==> src/rtl/cla_nibble_seq.sv <==
// cla_nibble_seq: multi-cycle WIDTH-bit adder/subtractor built around a single
// shared 4-bit carry-lookahead slice. It processes one nibble per cycle, LSB
// first, and keeps the inter-nibble carry in a register.
//
// Ports:
//   clk_i        rising-edge clock
//   rst_i        asynchronous, active-high reset
//   in_valid_i   operand transfer request
//   in_ready_o   block can accept operands (IDLE and not in reset)
//   a_i, b_i     operands
//   cin_i        carry-in (add mode only)
//   sub_i        1 = a - b (cin ignored)
//   out_valid_o  result available
//   out_ready_i  consumer accepts the result
//   sum_o        result, modulo 2^WIDTH
//   cout_o       carry-out; in sub mode 1 = no borrow
//   ovf_o        two's-complement overflow
module cla_nibble_seq #(
  parameter int unsigned WIDTH = 16
) (
  input  logic             clk_i,
  input  logic             rst_i,
  input  logic             in_valid_i,
  output logic             in_ready_o,
  input  logic [WIDTH-1:0] a_i,
  input  logic [WIDTH-1:0] b_i,
  input  logic             cin_i,
  input  logic             sub_i,
  output logic             out_valid_o,
  input  logic             out_ready_i,
  output logic [WIDTH-1:0] sum_o,
  output logic             cout_o,
  output logic             ovf_o
);

  localparam int unsigned NN = WIDTH / 4;
  localparam int unsigned KW = (NN > 1) ? $clog2(NN) : 1;
  localparam logic [KW-1:0] KLast = KW'(NN - 1);

  typedef enum logic [1:0] {StIdle, StRun, StDone} state_e;

  state_e           state_q, state_d;
  logic [KW-1:0]    k_q, k_d;
  logic             carry_q, carry_d;
  logic [WIDTH-1:0] opa_q, opa_d;
  logic [WIDTH-1:0] opb_q, opb_d;
  logic [WIDTH-1:0] sum_q, sum_d;
  logic             cout_q, cout_d;
  logic             ovf_q, ovf_d;

  // Shared 4-bit CLA slice
  logic [3:0] cla_a, cla_b, cla_g, cla_p, cla_sum;
  logic [4:0] cla_c;
  logic       cla_cout;
  logic       c_msb;

  always_comb begin
    cla_a = opa_q[{k_q, 2'b00} +: 4];
    cla_b = opb_q[{k_q, 2'b00} +: 4];
    cla_g = cla_a & cla_b;
    cla_p = cla_a ^ cla_b;
    // Each carry is expanded directly from carry_q so no bit depends on another.
    cla_c[0] = carry_q;
    cla_c[1] = cla_g[0] | (cla_p[0] & carry_q);
    cla_c[2] = cla_g[1] | (cla_p[1] & cla_g[0]) | (cla_p[1] & cla_p[0] & carry_q);
    cla_c[3] = cla_g[2] | (cla_p[2] & cla_g[1]) | (cla_p[2] & cla_p[1] & cla_g[0])
             | (cla_p[2] & cla_p[1] & cla_p[0] & carry_q);
    cla_c[4] = cla_g[3] | (cla_p[3] & cla_g[2]) | (cla_p[3] & cla_p[2] & cla_g[1])
             | (cla_p[3] & cla_p[2] & cla_p[1] & cla_g[0])
             | (cla_p[3] & cla_p[2] & cla_p[1] & cla_p[0] & carry_q);
    cla_sum  = cla_p ^ cla_c[3:0];
    cla_cout = cla_c[4];
    // Carry into the MSB, recovered from the MSB sum bit of the top nibble.
    c_msb    = opa_q[WIDTH-1] ^ opb_q[WIDTH-1] ^ cla_sum[3];
  end

  // State register
  always_ff @(posedge clk_i or posedge rst_i) begin
    if (rst_i) begin
      state_q <= StIdle;
      k_q     <= '0;
      carry_q <= 1'b0;
      opa_q   <= '0;
      opb_q   <= '0;
      sum_q   <= '0;
      cout_q  <= 1'b0;
      ovf_q   <= 1'b0;
    end else begin
      state_q <= state_d;
      k_q     <= k_d;
      carry_q <= carry_d;
      opa_q   <= opa_d;
      opb_q   <= opb_d;
      sum_q   <= sum_d;
      cout_q  <= cout_d;
      ovf_q   <= ovf_d;
    end
  end

  // Next-state logic
  always_comb begin
    state_d = state_q;
    k_d     = k_q;
    carry_d = carry_q;
    opa_d   = opa_q;
    opb_d   = opb_q;
    sum_d   = sum_q;
    cout_d  = cout_q;
    ovf_d   = ovf_q;
    unique case (state_q)
      StIdle: begin
        if (in_valid_i) begin
          opa_d   = a_i;
          // Subtraction is a + ~b + 1; the +1 rides in on the initial carry.
          opb_d   = sub_i ? ~b_i : b_i;
          carry_d = sub_i | cin_i;
          k_d     = '0;
          state_d = StRun;
        end
      end
      StRun: begin
        sum_d[{k_q, 2'b00} +: 4] = cla_sum;
        carry_d = cla_cout;
        if (k_q == KLast) begin
          cout_d  = cla_cout;
          ovf_d   = c_msb ^ cla_cout;
          state_d = StDone;
        end else begin
          k_d = k_q + KW'(1);
        end
      end
      StDone: begin
        if (out_ready_i) begin
          state_d = StIdle;
        end
      end
      default: state_d = StIdle;
    endcase
  end

  // Outputs
  always_comb begin
    in_ready_o  = (state_q == StIdle) && !rst_i;
    out_valid_o = (state_q == StDone);
    sum_o       = sum_q;
    cout_o      = cout_q;
    ovf_o       = ovf_q;
  end

endmodule

==> config.mk <==
export PLATFORM = sky130hd
export DESIGN_NAME = cla_nibble_seq
export DESIGN_NICKNAME = d
export VERILOG_FILES = /design/src/rtl/cla_nibble_seq.sv
export SDC_FILE = /design/constraint.sdc
export NUM_CORES = 1
export LEC_CHECK = 0
export CORE_MARGIN = 2
export CORE_UTILIZATION = 35
export CTS_CLUSTER_DIAMETER = 120
export DETAILED_ROUTE_END_ITERATION = 8
export GPL_TIMING_DRIVEN = 0
export MAX_ROUTING_LAYER = met4
export PLACE_DENSITY = 0.68
export SLEW_MARGIN = 20
export SYNTH_ARGS = -nofsm -noshare
export SYNTH_HDL_FRONTEND = slang
export SYNTH_SLANG_ARGS = --single-unit
==> constraint.sdc <==
create_clock -name clk_i -period 6.36 [get_ports clk_i]
set_clock_uncertainty 0.15 [all_clocks]
set_input_delay 0.636 -clock clk_i [delete_from_list [all_inputs] [get_ports clk_i]]
set_output_delay 0.636 -clock clk_i [all_outputs]
set_load 0.03 [all_outputs]
==> results.toml, run 1 <==
[cts]
cts-resized-gates = 0
clockBufferDepth = 2
cts_tree = "built"
cts_hold_buf = 0
cts.sinks = 55
post_cts_buffers = 0
ctsRootBufferMaster = "clkbuf_8"
path_clk_slew_ns = 0.10
cts_made_buffers = 5
clock_latency_ns = 0.30
htree_levels = 2

[place]
io_buffers = 56
placed_area_um2 = 3440
dp_cells = 393
place_congestion = 0.810
dp_hpwl_um = 4430

[min_path]
hold_path_end = "sum_o[13]$_DFFE_PP0P_"
whs_path_depth = 2
worstHoldStart = "sum_o[13]$_DFFE_PP0P_"
hold_class = "reg2reg"

[worst_setup_path]
cp_slowest_stage_delay_ns = 0.56
reg2reg_to = "sum_o[3]$_DFFE_PP0P_"
rr_worst_depth = 7
critPathCaptureType = "flip-flop"
cp_num_buf_inv = 1
r2r_start = "k_q[1]$_DFFE_PP0P_"
worstSetupPathType = "reg2reg"
worstPathArrival_ns = 3.20
critPathMaxFanout = 10
crit_chain = "clkbuf_1 > mux4_2 > ha_1 > a211o_1 > o22a_4 > xnor2_1 > a22o_1"
start_kind = "flip-flop"
cp_top_family = "compound AO/OA/AOI/OAI gates"
crit_required_ns = 6.46
cp_slowest_cell = "clkbuf_1"
rrSetupSlack_ns = 3.26

[synth]
yosys_register_bits = 55
ys_async_sr_fraction = 1.00
ys_seq_area_frac = 0.501
syn_area_per_cell_um2 = 11.7
yosys_warnings = 0
synth_edf_count = 0
synth_cells = 235
synth_area_leaders = "dfrtp_1, xnor2_1, mux2_2"
yosys.area.top_type = "dfrtp_1"
synth_top_area_share = 0.501
synth_cell_type_count = 31
synth_area_um2 = 2750
ys.flop_type = "dfrtp_1"
synth_nets = 285

[die]
start_util = 0.359
core-area_um2 = 7650
die_area_um2 = 8570
num_rows = 32
die_w_um = 92.6
fp.dieH_um = 92.6
io_pins = 58

[power]
p_int_uw = 1120
finalPower_uw = 1990
power.share.sequential = 0.300
irDropWorstVdd_uv = 257
p_per_area_nw_per_um2 = 565
switching_share = 0.437
p_sw_uw = 871
clkPwrFrac = 0.097
leakage_uw = 0.00145
share_comb_of_total_power = 0.603

[routing]
postRouteAntennaNets = 0
vias = 1955
routed_via_density = 4.88
drt_wl_total_um = 5810
drc = 0
drtIter0Drc = 75
wl_per_cell_um = 14.5
drtPass1Iterations = 4

[global_route]
grt_pass1_vias = 2051
grt.busiest_layer = "met2"
grt_overflow = 0
use_met3 = 0.0277
use_met2 = 0.253
use_met1 = 0.183
grt_usage = 0.147
grt_max_degree = 56
antenna_found_initial = 0
grt_pass1_wl_um = 9740

[sta]
hold_viol = 0
min_period_ns = 3.10
timing.final.crit_share = 0.488
fin_hold_ws_ns = 0.337
slew_viol_final = 0
max_clock_freq_mhz = 322
rsz0062_at_grt = "false"
setup_viol = 0
finalSetupTns_ns = 0
worst_pin_slew_ns = 0.699
max_slew_margin = 0.534

[final_layout]
fill_cells = 725
area.growth.synth_to_final_pct = 28.4
stdcell_count = 401
design_area_um2 = 3520
nets = 348
antenna_cells = 0
drive_above_1_share = 0.140

[job]
maxCapViolCount = 0

[outcome]
status = "finished, final reports clean"
[worst reg2reg max path, stage by stage (launching register included)]
cell and delay [ns]:
dfrtp_1 0.40, clkbuf_1 0.56, mux4_2 0.42, ha_1 0.38, a211o_1 0.29, o22a_4 0.21
xnor2_1 0.43, a22o_1 0.22
[cells in the mapped netlist (3+ instances only)]
master    number
dfrtp_1       55
nor2_1        23
xnor2_1       21
nand2_1       20
a21oi_1       17
mux2_2        16
ha_1          11
a22o_1        10
inv_1          9
mux4_2         8
o21ai_0        7
buf_2          6
o31ai_1        5
nand3_1        4
clkbuf_1       3
[logic make-up (layout without fill, tap and decap cells)]
family	count (synthesis)	in the layout	synth area share
xor gates and xnor gates	21	21	0.0670
buffers and inverters	19	83	0.0301
and+or+nand+nor	55	55	0.0880
adders and majority gates	12	12	0.0574
DFF	55	55	0.501
AOI/OAI and AO/OA	47	47	0.117
muxes	26	26	0.139
[layout make-up]
cell class | count | area, um^2 | area share
Buffer | 10 | 48.8 | 0.0138
Clock buffer | 6 | 72.6 | 0.0206
Clock inverter | 2 | 16.3 | 0.00461
Inverter | 9 | 36.3 | 0.0103
Multi-Input combinational cell | 161 | 1290 | 0.365
Sequential cell | 55 | 1380 | 0.390
Tap cell | 102 | 128 | 0.0362
Timing Repair Buffer | 56 | 561 | 0.159
[placed cells by master, fill, tap and decap left out, types with 2 or more instances in the layout]
master,instances
nand3_1,4
a211oi_1,2
a22o_1,10
clkbuf_1,4
clkbuf_8,5
a21oi_1,17
mux2_2,16
mux4_2,8
inv_1,8
xnor2_1,21
o31ai_1,5
o41ai_1,2
nand2b_1,2
clkdlybuf4s50_1,56
nor2_1,23
ha_1,11
nor3_1,2
dfrtp_1,55
nand2_1,20
o21ai_0,7
buf_2,6
[worst max-delay path by stage]
| stage | from | to | slack, ns | cells past startpoint |
|---|---|---|---|---|
| 2_1_floorplan | k_q[0]$_DFFE_PP0P_ | ovf_o$_DFFE_PP0P_ | 3.67 | 8 |
| 3_3_place_gp | rst_i | opa_q[6]$_DFFE_PP0P_ | 3.21 | 2 |
| 3_5_place_dp | k_q[1]$_DFFE_PP0P_ | sum_o[3]$_DFFE_PP0P_ | 3.30 | 7 |
| 4_1_cts | k_q[1]$_DFFE_PP0P_ | sum_o[3]$_DFFE_PP0P_ | 3.26 | 7 |
| 5_1_grt | k_q[1]$_DFFE_PP0P_ | sum_o[3]$_DFFE_PP0P_ | 3.15 | 7 |
| 6_report | k_q[1]$_DFFE_PP0P_ | sum_o[3]$_DFFE_PP0P_ | 3.26 | 7 |
[state kept, by name (all words and copies together), names as in the netlist]
register,count
sum_o,16
state_q,2
opa_q,16
opb_q,16
carry_q,1
ovf_o,1
cout_o,1
k_q,2
[metrics by stage]
step / setup slack, ns / util
2_1_floorplan: 3.67 / -
3_3_place_gp: 3.21 / 0.449
3_5_place_dp: 3.30 / 0.449
4_1_cts: 3.26 / 0.461
5_1_grt: 3.15 / 0.461
6_report: 3.26 / 0.461
[metal layers]
layer  part of all wire  vias up
met1               0.44      960
met4             0.0059        0
met2               0.51       45
met3              0.038        4
li1                   -      946
met5                  0        -
[power groups by stage]
| stage | combinational, uW | clock [uW] | sequential [uW] |
|---|---|---|---|
| detailed placement | 1200 | 0 | 608 |
| CTS | 1210 | 200 | 600 |
| global placement | 1160 | 0 | 597 |
| floorplan | 822 | 0 | 649 |
| global route | 1320 | 216 | 617 |
| finish | 1200 | 194 | 598 |
Note: power is estimated with default switching activity, not from simulation.
==> run 2: changes to the inputs <==
--- a/config.mk
+++ b/config.mk
@@ -11,7 +11,7 @@
 export DETAILED_ROUTE_END_ITERATION = 8
 export GPL_TIMING_DRIVEN = 0
 export MAX_ROUTING_LAYER = met4
-export PLACE_DENSITY = 0.68
+export PLACE_DENSITY = 0.71
 export SLEW_MARGIN = 20
 export SYNTH_ARGS = -nofsm -noshare
 export SYNTH_HDL_FRONTEND = slang
==> constraint.sdc (replaced) <==
create_clock -name clk_i -period 2.6 [get_ports clk_i]
set_clock_uncertainty 0.15 [all_clocks]
set_input_delay 0.26 -clock clk_i [delete_from_list [all_inputs] [get_ports clk_i]]
set_output_delay 0.26 -clock clk_i [all_outputs]
set_load 0.03 [all_outputs]
==> run 2 against run 1 <==
  * The flow now finishes with violations (setup timing)
  * Non-clock buffer count is 7 higher
  * Die area stayed put
  * Global-route usage is 0.17 points lower
  * Power grew to 2.7 times the previous value
  * Flip-flop and latch count stayed put
  * Clock power is 140% higher
  * Critical path type unchanged
  * Largest cell class unchanged
==> results.toml, run 2 (synthesis gave the netlist of run 1 again) <==
[outcome]
status = "finished, violations left"
violations = "setup timing"

[global_route]
grt_pass1_wl_um = 9600
grt_max_degree = 56
antenna_found_initial = 0
grt_usage = 0.145
grt_pass1_vias = 2014
grt_overflow = 0

[power]
share_comb_of_total_power = 0.645
p_int_uw = 3090
switching_share = 0.427
irDropWorstVdd_uv = 771
power.share.sequential = 0.270
leakage_uw = 0.00151
p_sw_uw = 2300
finalPower_uw = 5400
p_per_area_nw_per_um2 = 1470
clkPwrFrac = 0.085

[cts]
cts_hold_buf = 0
cts_tree = "built"
cts.sinks = 55
path_clk_slew_ns = 0.10
cts_made_buffers = 5
ctsRootBufferMaster = "clkbuf_8"
htree_levels = 2
clock_latency_ns = 0.30
clockBufferDepth = 2

[worst_setup_path]
critPathMaxFanout = 5
worstPathArrival_ns = 2.68
worstSetupPathType = "reg2reg"
r2r_start = "k_q[0]$_DFFE_PP0P_"
rr_worst_depth = 8
critPathLaunch = "k_q[0]$_DFFE_PP0P_"
start_kind = "flip-flop"
critPathCaptureType = "flip-flop"
cp-endpoint = "ovf_o$_DFFE_PP0P_"
crit_required_ns = 2.67
reg2reg_to = "ovf_o$_DFFE_PP0P_"
rrSetupSlack_ns = -0.02

[sta]
setup_viol = 1
timing.final.crit_share = 1.01
fin_ws_ns = -0.0180
max_clock_freq_mhz = 382
max_slew_margin = 0.554
worst_pin_slew_ns = 0.670
rsz0062_at_grt = "true"
hold_viol = 0
slew_viol_final = 0
min_period_ns = 2.62
fin_hold_ws_ns = 0.239

[die]
die_w_um = 92.6
io_pins = 58
fp.dieH_um = 92.6
num_rows = 32
start_util = 0.359
core-area_um2 = 7650
die_area_um2 = 8570

[job]
maxCapViolCount = 0

[final_layout]
drive_above_1_share = 0.199
antenna_cells = 0
final_cell_mix = "clkdlybuf4s50_1, dfrtp_1, nor2_1"
fill_cells = 671
nets = 355
final_util = 0.480
design_area_um2 = 3670
mostFrequentLayoutCell = "clkdlybuf4s50_1"
area.growth.synth_to_final_pct = 33.8

[routing]
drtIter0Drc = 85
wl_per_cell_um = 14.3
drc = 0
drtPass1Iterations = 4
drt_wl_total_um = 5820
postRouteAntennaNets = 0
routed_via_density = 4.92
vias = 2006

[min_path]
hold_class = "in2reg"

[place]
placed_area_um2 = 3450
dp_slack_ns = -0.356
io_buffers = 56
dp_hpwl_um = 4210
place_congestion = 0.788
## run 2: cell types whose count changed in the layout (fill, tap and decap cells not counted), moves of 2 or more
cell	delta
xnor2_1	-3
xnor2_2	+3
ha_4	+2
a211oi_1	-2
buf_4	+5
ha_2	+2
a211oi_2	+2
ha_1	-4
## run 2: metal layers
| metal | up-vias | wire (um) | share of wire | GRT usage |
|---|---|---|---|---|
| met3 | 2 | 297 | 0.051 | 0.0301 |
| met4 | 0 | 31 | 0.0053 | 0.0274 |
| met1 | 978 | 2560 | 0.44 | 0.193 |
| met5 | - | 0 | 0 | - |
| met2 | 61 | 2930 | 0.50 | 0.234 |
| li1 | 965 | - | - | - |
## run 2: critical path, stage by stage (launching register included)
cell and delay, ns:
dfrtp_2 0.40, buf_8 0.14, mux4_2 0.57, ha_2 0.22, a211o_1 0.29, o22a_4 0.22, xnor2_2 0.15, o211a_1 0.23
o31ai_2 0.16
## run 2: metrics by stage
stage          cells  setup TNS (ns)
5_1_grt          408          -0.121
6_report         408         -0.0180
3_5_place_dp     393           -3.04
3_3_place_gp     393          -11.62
2_1_floorplan    235               0
4_1_cts          404         -0.0955
## run 2: how the worst min path moves through the flow
stage / to / start / slack (ns) / cells after the start
2_1_floorplan: state_q[1]$_DFFE_PP0P_ / out_ready_i / 0.22 / 1
3_3_place_gp: sum_o[5]$_DFFE_PP0P_ / sum_o[5]$_DFFE_PP0P_ / 0.31 / 2
3_5_place_dp: sum_o[13]$_DFFE_PP0P_ / sum_o[13]$_DFFE_PP0P_ / 0.32 / 2
4_1_cts: opb_q[11]$_DFFE_PP0P_ / sub_i / 0.24 / 3
5_1_grt: opb_q[12]$_DFFE_PP0P_ / sub_i / 0.25 / 3
6_report: opb_q[10]$_DFFE_PP0P_ / sub_i / 0.24 / 3
## run 2: timing repair
item	CTS	global route
pin swaps	2	1
setup buffers	2	4
gates cloned	1	0
setup endpoints to repair	13	10
resized for setup	5	10
## run 2: power groups by stage
| stage | clock (uW) | sequential [uW] | combinational (uW) |
|---|---|---|---|
| global route | 513 | 1500 | 3790 |
| CTS | 471 | 1460 | 3250 |
| floorplan | 0 | 1590 | 2060 |
| detailed placement | 0 | 1480 | 2980 |
| finish | 461 | 1460 | 3480 |
| global placement | 0 | 1460 | 2900 |
## run 2: area by class of cell
| type | count | area, um^2 | share of cell area |
|---|---|---|---|
| clock inverter | 2 | 12.5 | 0.00341 |
| inverter | 9 | 36.3 | 0.00988 |
| clock buffer | 6 | 72.6 | 0.0198 |
| timing repair buffer | 63 | 633 | 0.172 |
| sequential | 55 | 1380 | 0.375 |
| buffer | 10 | 60.1 | 0.0163 |
| tap | 102 | 128 | 0.0347 |
| multi-input combinational | 161 | 1350 | 0.369 |
==> run 3: changes to the inputs <==
--- a/config.mk
+++ b/config.mk
@@ -12,6 +12,7 @@
 export GPL_TIMING_DRIVEN = 0
 export MAX_ROUTING_LAYER = met4
 export PLACE_DENSITY = 0.71
+export SETUP_SLACK_MARGIN = 0.3
 export SLEW_MARGIN = 20
 export SYNTH_ARGS = -nofsm -noshare
 export SYNTH_HDL_FRONTEND = slang
==> run 3 against run 2 <==
  * The run still ends with setup timing left
  * Via count up 3.2%
  * Non-clock buffer count increased by 3
  * Register-to-register slack worse by 0.05 ns
  * Design area up 3.1%
  * Hold slack lost 0.0098 ns
  * Combinational power is 16% higher
  * Die area unchanged
  * Flip-flop and latch count stayed put
  * Final cell count rose by 0.74%
  * First-iteration DRC count is 41% higher
  * Sequential share of layout area down 1.1 points
  * Critical path type unchanged
  * Critical endpoint unchanged
==> results.toml, run 3 (synthesis gave the netlist of run 1 again) <==
[place]
placed_area_um2 = 3450
dp_hpwl_um = 4440
place_congestion = 0.798
dp_slack_ns = -0.404
io_buffers = 56

[power]
share_comb_of_total_power = 0.664
power.share.sequential = 0.240
clkPwrFrac = 0.096
switching_share = 0.428
p_per_area_nw_per_um2 = 1610
p_sw_uw = 2610
p_int_uw = 3500
irDropWorstVdd_uv = 704
leakage_uw = 0.00156

[min_path]
hold_class = "in2reg"
hold_path_end = "opb_q[12]$_DFFE_PP0P_"
worstHoldStart = "sub_i"
whs_path_depth = 3

[cts]
htree_levels = 2
ctsRootBufferMaster = "clkbuf_8"
clockBufferDepth = 2
clock_latency_ns = 0.32
cts_made_buffers = 5
cts.sinks = 55
cts_hold_buf = 0
cts_tree = "built"
path_clk_slew_ns = 0.11

[outcome]
status = "finished, violations left"
violations = "setup timing"

[global_route]
grt_overflow = 0
antenna_found_initial = 0
grt_max_degree = 56
grt_pass1_vias = 2238
grt_usage = 0.165
grt_pass1_wl_um = 10700

[sta]
fin_ws_ns = -0.0637
worst_pin_slew_ns = 0.677
max_clock_freq_mhz = 375
finalSetupTns_ns = -0.101
timing.final.crit_share = 1.02
rsz0062_at_grt = "true"
fin_hold_ws_ns = 0.229
hold_viol = 0
max_slew_margin = 0.549
setup_viol = 2
slew_viol_final = 0
min_period_ns = 2.66

[die]
die_area_um2 = 8570
num_rows = 32
core-area_um2 = 7650
die_w_um = 92.6
start_util = 0.359
fp.dieH_um = 92.6
io_pins = 58

[routing]
wl_per_cell_um = 15.9
routed_via_density = 5.04
vias = 2071
drtPass1Iterations = 5
drc = 0
postRouteAntennaNets = 0
drtIter0Drc = 120
drt_wl_total_um = 6560

[worst_setup_path]
r2r_start = "k_q[0]$_DFFE_PP0P_"
critPathMaxFanout = 5
critPathCaptureType = "flip-flop"
rr_worst_depth = 9
worstSetupPathType = "reg2reg"
start_kind = "flip-flop"
reg2reg_to = "ovf_o$_DFFE_PP0P_"
rrSetupSlack_ns = -0.06
crit_required_ns = 2.69
worstPathArrival_ns = 2.75

[final_layout]
area.growth.synth_to_final_pct = 38.0
drive_above_1_share = 0.230
antenna_cells = 0
mostFrequentLayoutCell = "clkdlybuf4s50_1"
nets = 358
final_cell_mix = "clkdlybuf4s50_1, dfrtp_1, nor2_1"
design_area_um2 = 3790

[job]
maxCapViolCount = 0
-- run 3: how the worst max path moves through the flow --
stage	endpoint	cells past startpoint	start	slack, ns
global placement	sum_o[3]$_DFFE_PP0P_	7	k_q[1]$_DFFE_PP0P_	-0.39
floorplan	ovf_o$_DFFE_PP0P_	8	k_q[0]$_DFFE_PP0P_	0.01
global route	carry_q$_DFFE_PP0P_	9	k_q[0]$_DFFE_PP0P_	-0.13
finish	ovf_o$_DFFE_PP0P_	9	k_q[0]$_DFFE_PP0P_	-0.06
detailed placement	sum_o[11]$_DFFE_PP0P_	7	k_q[1]$_DFFE_PP0P_	-0.40
CTS	ovf_o$_DFFE_PP0P_	8	k_q[0]$_DFFE_PP0P_	-0.13
-- run 3: power by group through the flow --
stage / Combinational, uW / Sequential [uW] / Clock, uW
global route: 4340 / 1510 / 642
CTS: 3870 / 1470 / 601
global placement: 2900 / 1460 / 0
finish: 4050 / 1470 / 588
detailed placement: 3020 / 1490 / 0
floorplan: 2060 / 1590 / 0
-- run 3: repair_timing --
action,4_1_cts,5_1_grt
pin swaps,12,2
gates resized for setup,19,7
setup buffers,8,1
endpoints found under the setup margin,19,19
hold endpoints to repair,0,0
gates cloned,1,0
-- run 3: area by class of cell --
type                    count  area (um^2)
clock buffers               5         68.8
multi-input cells         161         1420
inverters                   9         36.3
well taps                 102          128
plain buffers              10         60.1
clock inverters             3         46.3
fillers                   679         3860
repair buffers             66          656
flip-flops and latches     55         1380
-- run 3: worst max-delay path, stage by stage, from the launching register on --
cell	delay [ns]
dfrtp_2	0.38
buf_8	0.14
mux4_2	0.59
ha_4	0.20
a211o_1	0.32
o22a_4	0.21
buf_4	0.14
nor3_1	0.15
a211oi_1	0.09
o31ai_2	0.23
-- run 3: layer usage --
layer  routed length (um)  track usage  share of wire
met2                 3490        0.282           0.53
met4                  142       0.0585          0.022
met1                 2670        0.196           0.41
met5                    0            -              0
met3                  257       0.0317          0.039
-- run 3: metrics by stage --
step           power, uW  utilization  cells
2_1_floorplan       3650            -    235
3_3_place_gp        4360        0.451    393
4_1_cts             5940        0.493    410
6_report            6110        0.495    411
3_5_place_dp        4500        0.451    393
5_1_grt             6500        0.495    411
